### config.mk
export PLATFORM = sky130hd
export DESIGN_NAME = cost_epoch_ctrl_flat
export DESIGN_NICKNAME = d
export VERILOG_FILES = /design/src/rtl/cost_epoch_ctrl_if.sv /design/src/rtl/cost_epoch_ctrl.sv /design/src/flat_wrapper.sv
export SDC_FILE = /design/constraint.sdc
export NUM_CORES = 1
export LEC_CHECK = 0
export BUFFER_PORTS_ARGS = -buffer_cell sky130_fd_sc_hd__buf_2
export CORE_AREA = 2 2 105 107
export CTS_CLUSTER_DIAMETER = 120
export DETAILED_ROUTE_END_ITERATION = 16
export DIE_AREA = 0 0 107 109
export GPL_TIMING_DRIVEN = 0
export PLACE_DENSITY_LB_ADDON = 0.2
export SYNTH_ARGS = -nofsm -noshare
export SYNTH_HDL_FRONTEND = slang
export SYNTH_SLANG_ARGS = --single-unit
### constraint.sdc
create_clock -name clk -period 3.75 [get_ports clk]
set_clock_uncertainty 0.2 [all_clocks]
set_input_delay 0.375 -clock clk [delete_from_list [all_inputs] [get_ports clk]]
set_output_delay 0.375 -clock clk [all_outputs]
set_load 0.01 [all_outputs]
### src/rtl/cost_epoch_ctrl_if.sv
// Handshake/data bundle between the training sequencer side (master) and cost_epoch_ctrl (slave).
interface cost_epoch_ctrl_if #(
    parameter int WIDTH   = 32,
    parameter int EPOCH_W = 16
);
    logic               i_start;
    logic               i_sample_done;
    logic [WIDTH-1:0]   i_cost;
    logic [WIDTH-1:0]   i_thresh;
    logic               o_acc_clr;
    logic               o_hold;
    logic [WIDTH-1:0]   o_cost;
    logic [WIDTH-1:0]   o_best;
    logic               o_valid;
    logic [EPOCH_W-1:0] o_epoch;
    logic               o_done;
    logic               o_conv;

    modport master (
        output i_start, i_sample_done, i_cost, i_thresh,
        input  o_acc_clr, o_hold, o_cost, o_best, o_valid, o_epoch, o_done, o_conv
    );

    modport slave (
        input  i_start, i_sample_done, i_cost, i_thresh,
        output o_acc_clr, o_hold, o_cost, o_best, o_valid, o_epoch, o_done, o_conv
    );
endinterface

### src/rtl/cost_epoch_ctrl.sv
// Epoch monitor: last sample at t -> LATCH t+1 -> o_valid/o_acc_clr t+2 -> o_done t+3; o_hold drops samples in LATCH/CHECK.
// `COST_EPOCH_AVG_EN latches the per-sample mean (N_SAMPLE must then be a power of two).
module cost_epoch_ctrl #(
    parameter int WIDTH     = 32,
    parameter int FRAC      = 24,
    parameter int N_SAMPLE  = 4,
    parameter int MAX_EPOCH = 1000,
    parameter int PATIENCE  = 8,
    parameter int EPOCH_W   = 16
) (
    input  logic             clk,
    input  logic             rst,
    cost_epoch_ctrl_if.slave bus
);
    localparam logic [2:0] IDLE  = 3'd0;
    localparam logic [2:0] RUN   = 3'd1;
    localparam logic [2:0] LATCH = 3'd2;
    localparam logic [2:0] CHECK = 3'd3;
    localparam logic [2:0] DONE  = 3'd4;

    localparam int CNT_W   = (N_SAMPLE > 1) ? $clog2(N_SAMPLE) : 1;
    localparam int STALL_W = $clog2(PATIENCE + 1);

    localparam logic [WIDTH-1:0]   MAX_POS   = {1'b0, {(WIDTH-1){1'b1}}};
    localparam logic [CNT_W-1:0]   SMP_LAST  = CNT_W'(N_SAMPLE - 1);
    localparam logic [STALL_W-1:0] PAT_V     = STALL_W'(PATIENCE);
    localparam logic [EPOCH_W:0]   MAX_EP_V  = (EPOCH_W+1)'(MAX_EPOCH);

    if (FRAC >= WIDTH) begin : g_bad_frac
        $error("cost_epoch_ctrl: FRAC must be smaller than WIDTH");
    end

    logic [WIDTH-1:0] latch_val;

`ifdef COST_EPOCH_AVG_EN
    localparam int SHIFT = $clog2(N_SAMPLE);

    if ((1 << SHIFT) != N_SAMPLE) begin : g_bad_nsample
        $error("cost_epoch_ctrl: N_SAMPLE must be a power of two when averaging");
    end

    assign latch_val = $signed(bus.i_cost) >>> SHIFT;
`else
    assign latch_val = bus.i_cost;
`endif

    logic [2:0]         state;
    logic [CNT_W-1:0]   smp_cnt;
    logic [STALL_W-1:0] stall_cnt;
    logic [WIDTH-1:0]   cost_q;
    logic [WIDTH-1:0]   best_q;
    logic [EPOCH_W-1:0] epoch_q;
    logic               valid_q;
    logic               acc_clr_q;
    logic               hold_q;
    logic               done_q;
    logic               conv_q;

    // Improvement must be strict: an equal cost counts toward patience.
    logic               improved;
    logic [STALL_W-1:0] stall_nxt;
    logic               hit_thresh;

    assign improved   = $signed(cost_q) < $signed(best_q);
    assign stall_nxt  = improved ? '0 : stall_cnt + 1'b1;
    assign hit_thresh = $signed(cost_q) <= $signed(bus.i_thresh);

    always_ff @(posedge clk) begin
        if (rst) begin
            state     <= IDLE;
            smp_cnt   <= '0;
            stall_cnt <= '0;
            cost_q    <= '0;
            best_q    <= MAX_POS;
            epoch_q   <= '0;
            valid_q   <= 1'b0;
            acc_clr_q <= 1'b0;
            hold_q    <= 1'b0;
            done_q    <= 1'b0;
            conv_q    <= 1'b0;
        end else begin
            valid_q   <= 1'b0;
            acc_clr_q <= 1'b0;
            case (state)
                IDLE, DONE: begin
                    if (bus.i_start) begin
                        state     <= RUN;
                        acc_clr_q <= 1'b1;
                        smp_cnt   <= '0;
                        stall_cnt <= '0;
                        epoch_q   <= '0;
                        best_q    <= MAX_POS;
                        done_q    <= 1'b0;
                        conv_q    <= 1'b0;
                    end
                end
                RUN: begin
                    if (bus.i_sample_done) begin
                        if (smp_cnt == SMP_LAST) begin
                            smp_cnt <= '0;
                            state   <= LATCH;
                            hold_q  <= 1'b1;
                        end else begin
                            smp_cnt <= smp_cnt + 1'b1;
                        end
                    end
                end
                LATCH: begin
                    cost_q    <= latch_val;
                    valid_q   <= 1'b1;
                    acc_clr_q <= 1'b1;
                    if (epoch_q != '1) begin
                        epoch_q <= epoch_q + 1'b1;
                    end
                    state     <= CHECK;
                end
                CHECK: begin
                    hold_q    <= 1'b0;
                    stall_cnt <= stall_nxt;
                    if (improved) begin
                        best_q <= cost_q;
                    end
                    if (hit_thresh) begin
                        state  <= DONE;
                        done_q <= 1'b1;
                        conv_q <= 1'b1;
                    end else if (stall_nxt >= PAT_V || {1'b0, epoch_q} >= MAX_EP_V) begin
                        state  <= DONE;
                        done_q <= 1'b1;
                    end else begin
                        state  <= RUN;
                    end
                end
                default: state <= IDLE;
            endcase
        end
    end

    assign bus.o_cost    = cost_q;
    assign bus.o_best    = best_q;
    assign bus.o_epoch   = epoch_q;
    assign bus.o_valid   = valid_q;
    assign bus.o_acc_clr = acc_clr_q;
    assign bus.o_hold    = hold_q;
    assign bus.o_done    = done_q;
    assign bus.o_conv    = conv_q;
endmodule

### src/flat_wrapper.sv
// flat-port wrapper written by rule: the top's interface ports become plain ports
module cost_epoch_ctrl_flat 
#(
    parameter int WIDTH     = 32,
    parameter int FRAC      = 24,
    parameter int N_SAMPLE  = 4,
    parameter int MAX_EPOCH = 1000,
    parameter int PATIENCE  = 8,
    parameter int EPOCH_W   = 16
)
  (clk, rst, bus_i_start, bus_i_sample_done, bus_i_cost, bus_i_thresh, bus_o_acc_clr, bus_o_hold, bus_o_cost, bus_o_best, bus_o_valid, bus_o_epoch, bus_o_done, bus_o_conv);
  cost_epoch_ctrl_if #(.WIDTH(WIDTH), .EPOCH_W(EPOCH_W)) bus_i ();
  input  logic clk;
  input  logic rst;
  input wire logic [$bits(bus_i.i_start)-1:0] bus_i_start;
  input wire logic [$bits(bus_i.i_sample_done)-1:0] bus_i_sample_done;
  input wire logic [$bits(bus_i.i_cost)-1:0] bus_i_cost;
  input wire logic [$bits(bus_i.i_thresh)-1:0] bus_i_thresh;
  output wire logic [$bits(bus_i.o_acc_clr)-1:0] bus_o_acc_clr;
  output wire logic [$bits(bus_i.o_hold)-1:0] bus_o_hold;
  output wire logic [$bits(bus_i.o_cost)-1:0] bus_o_cost;
  output wire logic [$bits(bus_i.o_best)-1:0] bus_o_best;
  output wire logic [$bits(bus_i.o_valid)-1:0] bus_o_valid;
  output wire logic [$bits(bus_i.o_epoch)-1:0] bus_o_epoch;
  output wire logic [$bits(bus_i.o_done)-1:0] bus_o_done;
  output wire logic [$bits(bus_i.o_conv)-1:0] bus_o_conv;
  assign bus_i.i_start = bus_i_start;
  assign bus_i.i_sample_done = bus_i_sample_done;
  assign bus_i.i_cost = bus_i_cost;
  assign bus_i.i_thresh = bus_i_thresh;
  assign bus_o_acc_clr = bus_i.o_acc_clr;
  assign bus_o_hold = bus_i.o_hold;
  assign bus_o_cost = bus_i.o_cost;
  assign bus_o_best = bus_i.o_best;
  assign bus_o_valid = bus_i.o_valid;
  assign bus_o_epoch = bus_i.o_epoch;
  assign bus_o_done = bus_i.o_done;
  assign bus_o_conv = bus_i.o_conv;
  cost_epoch_ctrl #(.WIDTH(WIDTH), .FRAC(FRAC), .N_SAMPLE(N_SAMPLE), .MAX_EPOCH(MAX_EPOCH), .PATIENCE(PATIENCE), .EPOCH_W(EPOCH_W)) u_core (.clk(clk), .rst(rst), .bus(bus_i));
endmodule
==> results of run 1 <==
## power by group through the flow
| stage | registers [µW] | clock network [µW] | logic (µW) |
|---|---|---|---|
| 2_1_floorplan | 1030 | 0 | 65.0 |
| 3_3_place_gp | 1030 | 0 | 121 |
| 3_5_place_dp | 1030 | 0 | 124 |
| 4_1_cts | 1000 | 683 | 125 |
| 5_1_grt | 1000 | 717 | 140 |
| 6_report | 1000 | 668 | 125 |
## sequential cells by signal, indices dropped and copies added, names as in the netlist
signal and flops:
u_core.bus.o_best 32, u_core.bus.o_cost 32, u_core.bus.o_epoch 16, u_core.stall_cnt 4, u_core.state 3, u_core.smp_cnt 2
u_core.bus.o_acc_clr 1, u_core.bus.o_conv 1, u_core.bus.o_done 1, u_core.bus.o_hold 1, u_core.bus.o_valid 1
## cell usage in the layout (no fill, tap or decap), types with 4 or more instances in the layout
cell type / synthesis / routed
clkbuf_1: 16 / 20
xor2_1: 10 / 10
o21ai_0: 12 / 12
inv_1: 77 / 77
o22a_1: 31 / 31
nor2_1: 38 / 38
nand4_1: 19 / 19
nand3_1: 15 / 15
buf_6: 6 / 6
a211oi_1: 4 / 4
a21oi_1: 67 / 67
nor3_1: 5 / 5
nor2b_1: 4 / 4
xnor2_1: 4 / 4
nor4_1: 6 / 6
dfxtp_1: 94 / 94
clkbuf_8: 0 / 9
buf_2: 2 / 154
nand2_1: 92 / 92
ha_1: 67 / 67
## worst reg2reg max path: cells and delay by family (launching register included)
| family | cells | cell delay [ns] |
|---|---|---|
| adders and majority gates | 1 | 0.33 |
| and+or+nand+nor | 1 | 0.33 |
| buffers and inverters | 3 | 0.38 |
| DFF | 1 | 0.39 |
| AOI/OAI and AO/OA | 6 | 1.25 |
## final cells by class
| class | count | share of cell area (%) |
|---|---|---|
| clock inverters | 3 | 0.713 |
| multi-input cells | 428 | 45.7 |
| inverters | 77 | 4.57 |
| plain buffers | 24 | 2.18 |
| flip-flops and latches | 94 | 29.8 |
| clock buffers | 13 | 2.20 |
| repair buffers | 152 | 12.0 |
| well taps | 140 | 2.77 |
## layer usage
layer / wire (µm) / share of wire [%]
met1: 6220 / 46
met2: 6080 / 45
met3: 811 / 6.1
met4: 281 / 2.1
met5: 0 / 0
## how the worst max path moves through the flow
stage / start / end / cells past startpoint
after CTS: u_core.bus.o_best[11] / u_core.bus.o_best[8] / 11
after floorplan: u_core.bus.o_best[11] / u_core.bus.o_best[10] / 11
after detailed placement: u_core.bus.o_best[11] / u_core.bus.o_best[30] / 11
after global placement: u_core.bus.o_best[11] / u_core.bus.o_best[27] / 11
final: u_core.bus.o_best[11] / u_core.bus.o_best[30] / 11
after global routing: u_core.bus.o_best[17] / u_core.bus.o_best[25] / 11
## cells by family (layout without fill, tap and decap cells)
| kind of cell | after synthesis | in the layout |
|---|---|---|
| adders and majority gates | 67 | 67 |
| xor gates and xnor gates | 14 | 14 |
| buffers and inverters | 101 | 269 |
| and+or+nand+nor | 201 | 201 |
| AOI/OAI and AO/OA | 145 | 145 |
| DFF | 94 | 94 |
| muxes | 1 | 1 |
## metrics by stage
step                      setup WS (ns)  utilization [%]  instances  instance area, µm²
after CTS                         0.751             59.6        931                6320
after global routing              0.587             59.6        931                6320
after detailed placement          0.777             57.9        915                6130
after floorplan                    1.02                -        623                5200
final                             0.756             59.6        931                6320
after global placement            0.833             57.9        915                6130
==> reports/metrics.cfg, run 1 <==
[logic_synthesis]
syn_area_um2=5200
synthFlopType=dfxtp_1
post-synth-top-count-cell=dfxtp_1
synthArstFlopShare_pct=0
yosys.area_share.xor_xnor_pct=2.36
yosys.area_share.simple_pct=18.0
synth_common_cells=94 x dfxtp_1, 92 x nand2_1, 77 x inv_1, 67 x a21oi_1, 67 x ha_1
yosysTopAreaCellShare_pct=36.2
synth_top_area_cell=dfxtp_1
syn_area_per_cell_um2=8.34
yosysSeqAreaShare_pct=36.2
syn_inst=623
synth-compound-area-share_pct=18.9
synthTopCellsByArea=dfxtp_1 36%, ha_1 16%, nand2_1 6.6%
synth_fp_nets=758
synth-seq-cells=94
synth_top_family_by_area=compound AO/OA/AOI/OAI gates
synth-adder-area-share_pct=16.1
synth_edf_count=0
ys_types=52
synth_mux_area_share_pct=0.193
synth_warnings=0

[placement]
gp_congestion=0.853
place.port_buffers=152
place_hpwl_mm=10.4

[hold_path]
hp-class=in -> reg
holdPathEnd=u_core.bus.o_cost[0]
holdPathStages=3
hp-start=bus_i_cost[0]

[floorplanning]
core-area_um2=10600
die_y_um=109
die-area_um2=11700
dieWidth_um=107
initial_core_util_pct=49.0
boundaryPins=153
rows=38

[pwr]
seqPwrFrac_pct=55.9
p_clk_share_pct=37.2
p_int_uw=1370
power.net_switching_uw=430
total_power_uw=1800
ir_drop_uv=200
p_leak_uw=0.00315
p_per_area_nw_per_um2=284
pwr-share-comb_pct=6.9
switching_share_pct=24.0

[final_layout]
layout-area-overhead-vs-synth_pct=21.5
multi_input_area_um2=2890
final.fill_count=977
seqCellArea_um2=1880
layout.nets=921
final_layout_size_suffix_gt1_share_pct=23.0
n_antenna_cell=0

[run]
max_cap_viol_count=0

[timing]
finalHoldViolations=0
fin_crit_ns=2.99
setup_viol=0
min_period_over_period_pct=79.8
slew_headroom_pct=44.7
fmax_mhz=334
worst_pin_slew_ns=0.828
fin_tns_setup_ns=0
holdWs_ns=0.0383
rsz0062_at_grt=false
finalMaxSlewViolations=0

[setup_path]
reg2reg_depth=11
crit_chain=inv_1 -> ha_1 -> a21oi_1 -> o21a_1 -> o211ai_1 -> o31ai_2 -> a21oi_2 -> or3_1 -> buf_2 -> buf_6 -> o22a_1
crit_type=reg -> reg
cp.arrival_ns=3.05
crit_buf_inv=3
rrSetupSlack_ns=0.76
worst_setup_path_end_kind=register
worstPathRequired_ns=3.80
start_kind=register
r2r_end=u_core.bus.o_best[30]
slowest_stage=o31ai_2
timing.rr.start=u_core.bus.o_best[11]
cp_top_family=compound AO/OA/AOI/OAI gates
slowest_delay_ns=0.52
cp_max_fo=10

[cts]
worstSkewPairLatency_ns=0.36
h-tree-depth=3
clockBufferDepth=2
post_cts_buffers=0
post_cts_resized=0
clkTransAtPathRegs_ns=0.09
cts_tree=yes
cts_hold_buf=0
cts_sinks=94
root_buffer=clkbuf_8
cts_buffers=9

[global_routing]
grt_usage_pct=23.4
grt.busiest_layer=met2
grtUsageMet2_pct=39.1
grt_first_pass_wirelength_mm=21.7
use_met1_pct=30.0
grt_start_max_net_pins=15
grt-ovfl-total=0
grt_antenna_before_repair=0
grt_pass1_vias=4695
globalRouteMet3Util_pct=4.18

[detailed_routing]
drc=0
drt-vias-per-instance=5.31
wl_per_cell_um=14.4
ant_nets=0
vias=4944
drt_wl_total_mm=13.4
drt_iter0_markers=204
first_pass_iters=4

[run_status]
status=finished clean

(Power assumes the default switching activity.)
==> inputs of run 2 (changes only) <==
- clock period: 3.75 -> 3 ns (I/O delays scaled with it)
==> reports/metrics.cfg, run 2 (synthesis gave the netlist of run 1 again) <==
[cts]
root_buffer=clkbuf_8  ; unchanged
cts_sinks=94  ; unchanged
clkTransAtPathRegs_ns=0.09  ; about the same
cts_buffers=9  ; unchanged
cts_tree=yes  ; unchanged
h-tree-depth=3  ; unchanged
clockBufferDepth=2  ; unchanged
worstSkewPairLatency_ns=0.36  ; about the same

[detailed_routing]
first_pass_iters=4  ; unchanged
drt_iter0_markers=212  ; was 204
wl_per_cell_um=14.6  ; was 14.4 µm
routed-wl-met2_mm=6.62  ; was 6.08 mm
ant_nets=0  ; unchanged
drc=0  ; unchanged
wl_met3_um=760  ; was 811 µm
vias=5091  ; was 4944
drt-vias-per-instance=5.28  ; was 5.31
top_layer_used=met4  ; unchanged
wl_met1_mm=6.47  ; was 6.22 mm
drt_wl_total_mm=14.1  ; was 13.4 mm

[global_routing]
grt_antenna_before_repair=0  ; unchanged
grt_first_pass_wirelength_mm=22.6  ; was 21.7 mm
grt_usage_pct=24.4  ; was 23.4%
grt-ovfl-total=0  ; unchanged
grt_start_max_net_pins=15  ; unchanged
grt_pass1_vias=4856  ; was 4695

[placement]
place.port_buffers=152  ; unchanged
place_hpwl_mm=10.4  ; unchanged
gp_congestion=0.853  ; unchanged
placed_area_um2=6130  ; unchanged
pre_cts_ws_ns=0.0266  ; was 0.777 ns

[final_layout]
final_layout_size_suffix_gt1_share_pct=24.1  ; was 23.0%
final_common_cell=buf_2  ; unchanged
final_area_um2=6720  ; was 6320 µm²
n_antenna_cell=0  ; unchanged
layout_common_cells=154 x buf_2, 92 x nand2_1, 86 x dfxtp_1  ; was 154 x buf_2, 94 x dfxtp_1, 92 x nand2_1
final.fill_count=919  ; was 977
layout-area-overhead-vs-synth_pct=29.3  ; was 21.5%
layout.nets=955  ; was 921

[floorplanning]
dieWidth_um=107  ; unchanged
boundaryPins=153  ; unchanged
die_y_um=109  ; unchanged
initial_core_util_pct=49.0  ; unchanged
core-area_um2=10600  ; unchanged
rows=38  ; unchanged
die-area_um2=11700  ; unchanged

[timing]
fin_crit_ns=2.92  ; was 2.99 ns
setup_viol=0  ; unchanged
fin_tns_setup_ns=0  ; unchanged
finalHoldViolations=0  ; unchanged
setup_ws_ns=0.0789  ; was 0.756 ns
worst_pin_slew_ns=0.821  ; was 0.828 ns
slew_headroom_pct=45.2  ; was 44.7%
finalMaxSlewViolations=0  ; unchanged
fmax_mhz=342  ; was 334 MHz
min_period_over_period_pct=97.4  ; was 79.8%

[setup_path]
cp.arrival_ns=2.98  ; was 3.05 ns
crit_type=reg -> reg  ; unchanged
start_kind=register  ; unchanged
worst_setup_path_end_kind=register  ; unchanged
cp_max_fo=10  ; unchanged
worstPathRequired_ns=3.06  ; was 3.80 ns
rrSetupSlack_ns=0.08  ; was 0.76 ns

[pwr]
switching_share_pct=23.8  ; was 24.0%
p_int_uw=1730  ; was 1370 µW
seqPwrFrac_pct=55.1  ; was 55.9%
pwr-share-comb_pct=8.4  ; was 6.9%
power.net_switching_uw=542  ; was 430 µW
p_per_area_nw_per_um2=339  ; was 284 nW/µm²
ir_drop_uv=250  ; was 200 µV
p_clk_share_pct=36.5  ; was 37.2%
p_leak_uw=0.00332  ; was 0.00315 µW

[hold_path]
hp-class=in -> reg  ; unchanged

[run]
max_cap_viol_count=0  ; unchanged

[run_status]
status=finished clean  ; unchanged

==> run 2: cell types whose count changed in the layout (fill, tap and decap cells not counted), sizes merged <==
cell,previous run,this run
buf,160,162
dlygate4sd3,0,32
==> run 2: cell type report <==
cell class	instances	area (µm²)	area share [%]
Buffer	24	138	2.05
Clock buffer	13	139	2.07
Tap cell	140	175	2.61
Timing Repair Buffer	186	1100	16.3
Inverter	77	289	4.30
Multi-Input combinational cell	428	2950	43.8
Sequential cell	94	1890	28.2
Clock inverter	3	45.0	0.670
==> run 2: critical path, cell delays in order (launching register included) <==
cell       delay [ns]
dfxtp_2          0.37
inv_1            0.05
ha_1             0.30
nand4_1          0.19
or3_4            0.39
a221oi_4         0.24
o31ai_4          0.15
a2111oi_4        0.46
nor2_4           0.09
buf_6            0.16
o22a_1           0.19
==> run 2: path summary, 6_finish.rpt <==
path,from,to,depth (start not counted)
hold / removal,bus_i_sample_done,u_core.state[1],3
setup reg to reg,u_core.bus.o_best[15],u_core.bus.o_best[8],10
setup / recovery,u_core.bus.o_best[15],u_core.bus.o_best[8],10
hold reg to reg,u_core.bus.o_done,u_core.bus.o_done,2
==> run 2: metal layers <==
metal | global-route usage [%] | vias to the layer above
met5 | 0 | -
met4 | 9.55 | 0
met3 | 4.06 | 18
met2 | 41.9 | 142
met1 | 30.6 | 2369
li1 | - | 2562
==> run 2: stage by stage <==
step	hold slack, ns	utilization, %	total power, µW	instances
after floorplan	0.236	-	1370	623
after detailed placement	0.243	57.9	1440	915
after global routing	0.0397	63.4	2370	965
final	0.0614	63.4	2280	965
after global placement	0.234	57.9	1440	915
after CTS	0.0405	62.6	2300	963
==> run 2: what timing repair did <==
action,CTS,global route
hold buffers,32,0
setup buffers,0,2
resized for setup,0,18
hold endpoints to repair,32,0
setup endpoints to repair,0,31
==> run 2: power groups by stage <==
stage / registers (µW) / clock network, µW / logic, µW
6_report: 1250 / 830 / 191
5_1_grt: 1260 / 898 / 212
4_1_cts: 1250 / 854 / 188
3_5_place_dp: 1280 / 0 / 155
3_3_place_gp: 1280 / 0 / 151
2_1_floorplan: 1280 / 0 / 81.2
==> inputs of run 3 (changes only) <==
- CTS_BUF_LIST: not set -> sky130_fd_sc_hd__clkbuf_8 sky130_fd_sc_hd__clkbuf_16
- clock period: 3 -> 2.95 ns (I/O delays scaled with it)
==> reports/metrics.cfg, run 3 (synthesis gave the netlist of run 1 again) <==
[run_status]
status=finished clean  ; unchanged

[cts]
cts_sinks=94  ; unchanged
clockBufferDepth=2  ; unchanged
root_buffer=clkbuf_8  ; unchanged
cts_buffers=9  ; unchanged
cts_tree=yes  ; unchanged
h-tree-depth=3  ; unchanged
clkTransAtPathRegs_ns=0.09  ; about the same
worstSkewPairLatency_ns=0.37  ; was 0.36 ns

[detailed_routing]
drt_wl_total_mm=14.2  ; was 14.1 mm
drt_iter0_markers=204  ; was 212
ant_nets=0  ; unchanged
drt-vias-per-instance=5.29  ; was 5.28
first_pass_iters=4  ; unchanged
drc=0  ; unchanged
vias=5105  ; was 5091
wl_per_cell_um=14.7  ; was 14.6 µm

[setup_path]
rrSetupSlack_ns=0.10  ; was 0.08 ns
crit_type=reg -> reg  ; unchanged
slowest_stage=a2111oi_4  ; unchanged
slowest_delay_ns=0.40  ; was 0.46 ns
cp.arrival_ns=2.90  ; was 2.98 ns
start_kind=register  ; unchanged
timing.rr.start=u_core.bus.o_best[15]  ; unchanged
r2r_end=u_core.bus.o_best[30]  ; was u_core.bus.o_best[8]
cp_max_fo=10  ; unchanged
cp-startpoint=u_core.bus.o_best[15]  ; unchanged
crit_end=u_core.bus.o_best[30]  ; was u_core.bus.o_best[8]
worst_setup_path_end_kind=register  ; unchanged
worstPathRequired_ns=3.00  ; was 3.06 ns
reg2reg_depth=10  ; unchanged
crit_chain=inv_1 -> ha_1 -> nand4_1 -> or3_4 -> a221oi_4 -> o31ai_4 -> a2111oi_4 -> nor2_4 -> buf_6 -> o22a_1  ; unchanged

[floorplanning]
dieWidth_um=107  ; unchanged
die-area_um2=11700  ; unchanged
boundaryPins=153  ; unchanged
die_y_um=109  ; unchanged
core-area_um2=10600  ; unchanged
rows=38  ; unchanged
initial_core_util_pct=49.0  ; unchanged

[global_routing]
grt_antenna_before_repair=0  ; unchanged
grt_start_max_net_pins=15  ; unchanged
grt_first_pass_wirelength_mm=22.8  ; was 22.6 mm
grt-ovfl-total=0  ; unchanged
grt_usage_pct=24.7  ; was 24.4%
grt_pass1_vias=4898  ; was 4856

[final_layout]
layout.nets=955  ; unchanged
final_common_cell=buf_2  ; unchanged
layout_common_cells=154 x buf_2, 92 x nand2_1, 85 x dfxtp_1  ; was 154 x buf_2, 92 x nand2_1, 86 x dfxtp_1
fin_cells=965  ; unchanged
final.fill_count=918  ; was 919
layout-area-overhead-vs-synth_pct=29.7  ; was 29.3%
multi_input_area_um2=2970  ; was 2950 µm²
seqCellArea_um2=1890  ; about the same
final_core_util_pct=63.6  ; was 63.4%
final_layout_size_suffix_gt1_share_pct=24.5  ; was 24.1%
n_antenna_cell=0  ; unchanged
final_area_um2=6740  ; was 6720 µm²

[timing]
finalMaxSlewViolations=0  ; unchanged
setup_viol=0  ; unchanged
fin_tns_setup_ns=0  ; unchanged
rsz0062_at_grt=true
min_period_over_period_pct=96.6  ; was 97.4%
finalHoldViolations=0  ; unchanged
fin_crit_ns=2.85  ; was 2.92 ns
worst_pin_slew_ns=0.826  ; was 0.821 ns
slew_headroom_pct=44.8  ; was 45.2%
fmax_mhz=351  ; was 342 MHz

[pwr]
p_per_area_nw_per_um2=342  ; was 339 nW/µm²
ir_drop_uv=253  ; was 250 µV
p_leak_uw=0.00336  ; was 0.00332 µW

[hold_path]
hp-start=bus_i_sample_done  ; unchanged
hp-class=in -> reg  ; unchanged

[run]
max_cap_viol_count=0  ; unchanged

[placement]
place.port_buffers=152  ; unchanged
placed_area_um2=6130  ; unchanged
gp_congestion=0.853  ; unchanged
place_hpwl_mm=10.4  ; unchanged
dp_cells=915  ; unchanged

==> run 3: worst min path at each step <==
stage / end / depth (start not counted) / slack [ns]
after detailed placement: u_core.bus.o_done / 2 / 0.24
after global routing: u_core.state[1] / 3 / 0.03
final: u_core.state[1] / 3 / 0.05
after CTS: u_core.state[1] / 3 / 0.04
after global placement: u_core.bus.o_done / 2 / 0.23
after floorplan: u_core.bus.o_cost[0] / 2 / 0.23
==> run 3: through the flow <==
| step | setup WS (ns) | hold slack, ns | total power, µW |
|---|---|---|---|
| 6_report | 0.100 | 0.0522 | 2300 |
| 5_1_grt | -0.000984 | 0.0342 | 2390 |
| 4_1_cts | 0.00447 | 0.0359 | 2320 |
| 3_5_place_dp | -0.0234 | 0.243 | 1460 |
| 3_3_place_gp | 0.0333 | 0.234 | 1460 |
| 2_1_floorplan | 0.225 | 0.231 | 1390 |
==> run 3: critical path: cells and delay by family, from the launching register on <==
| kind | cells | cell delay [ns] |
|---|---|---|
| compound gates | 4 | 0.98 |
| fa+ha+maj | 1 | 0.30 |
| buf+inv | 2 | 0.21 |
| flops | 1 | 0.37 |
| simple gates | 3 | 0.66 |
==> run 3: what timing repair did <==
item                                   CTS  global route
setup endpoints to repair               29            33
resized for setup                        7            19
endpoints found under the hold margin   32             0
pin swaps                                1             7
setup buffers                            0             2
hold buffers                            32             0
==> run 3: power breakdown <==
part	internal [µW]	switching, µW
registers	1270	3.02
clock network	380	453
logic	97.1	97.8
total	1750	554
==> run 3: layout make-up <==
class,instances,share of cell area [%]
Multi-Input combinational cell,428,44.0
Inverter,77,4.29
Tap cell,140,2.60
Buffer,24,2.04
Sequential cell,94,28.1
Clock buffer,9,1.84
Timing Repair Buffer,186,16.3
Clock inverter,7,0.891
==> run 3: routing by layer <==
| layer | up-vias | track usage, % | share of wire (%) |
|---|---|---|---|
| met2 | 158 | 42.4 | 47 |
| met3 | 20 | 5.56 | 6.1 |
| li1 | 2563 | - | - |
| met5 | - | 0 | 0 |
| met4 | 0 | 8.72 | 1.9 |
| met1 | 2364 | 30.4 | 45 |
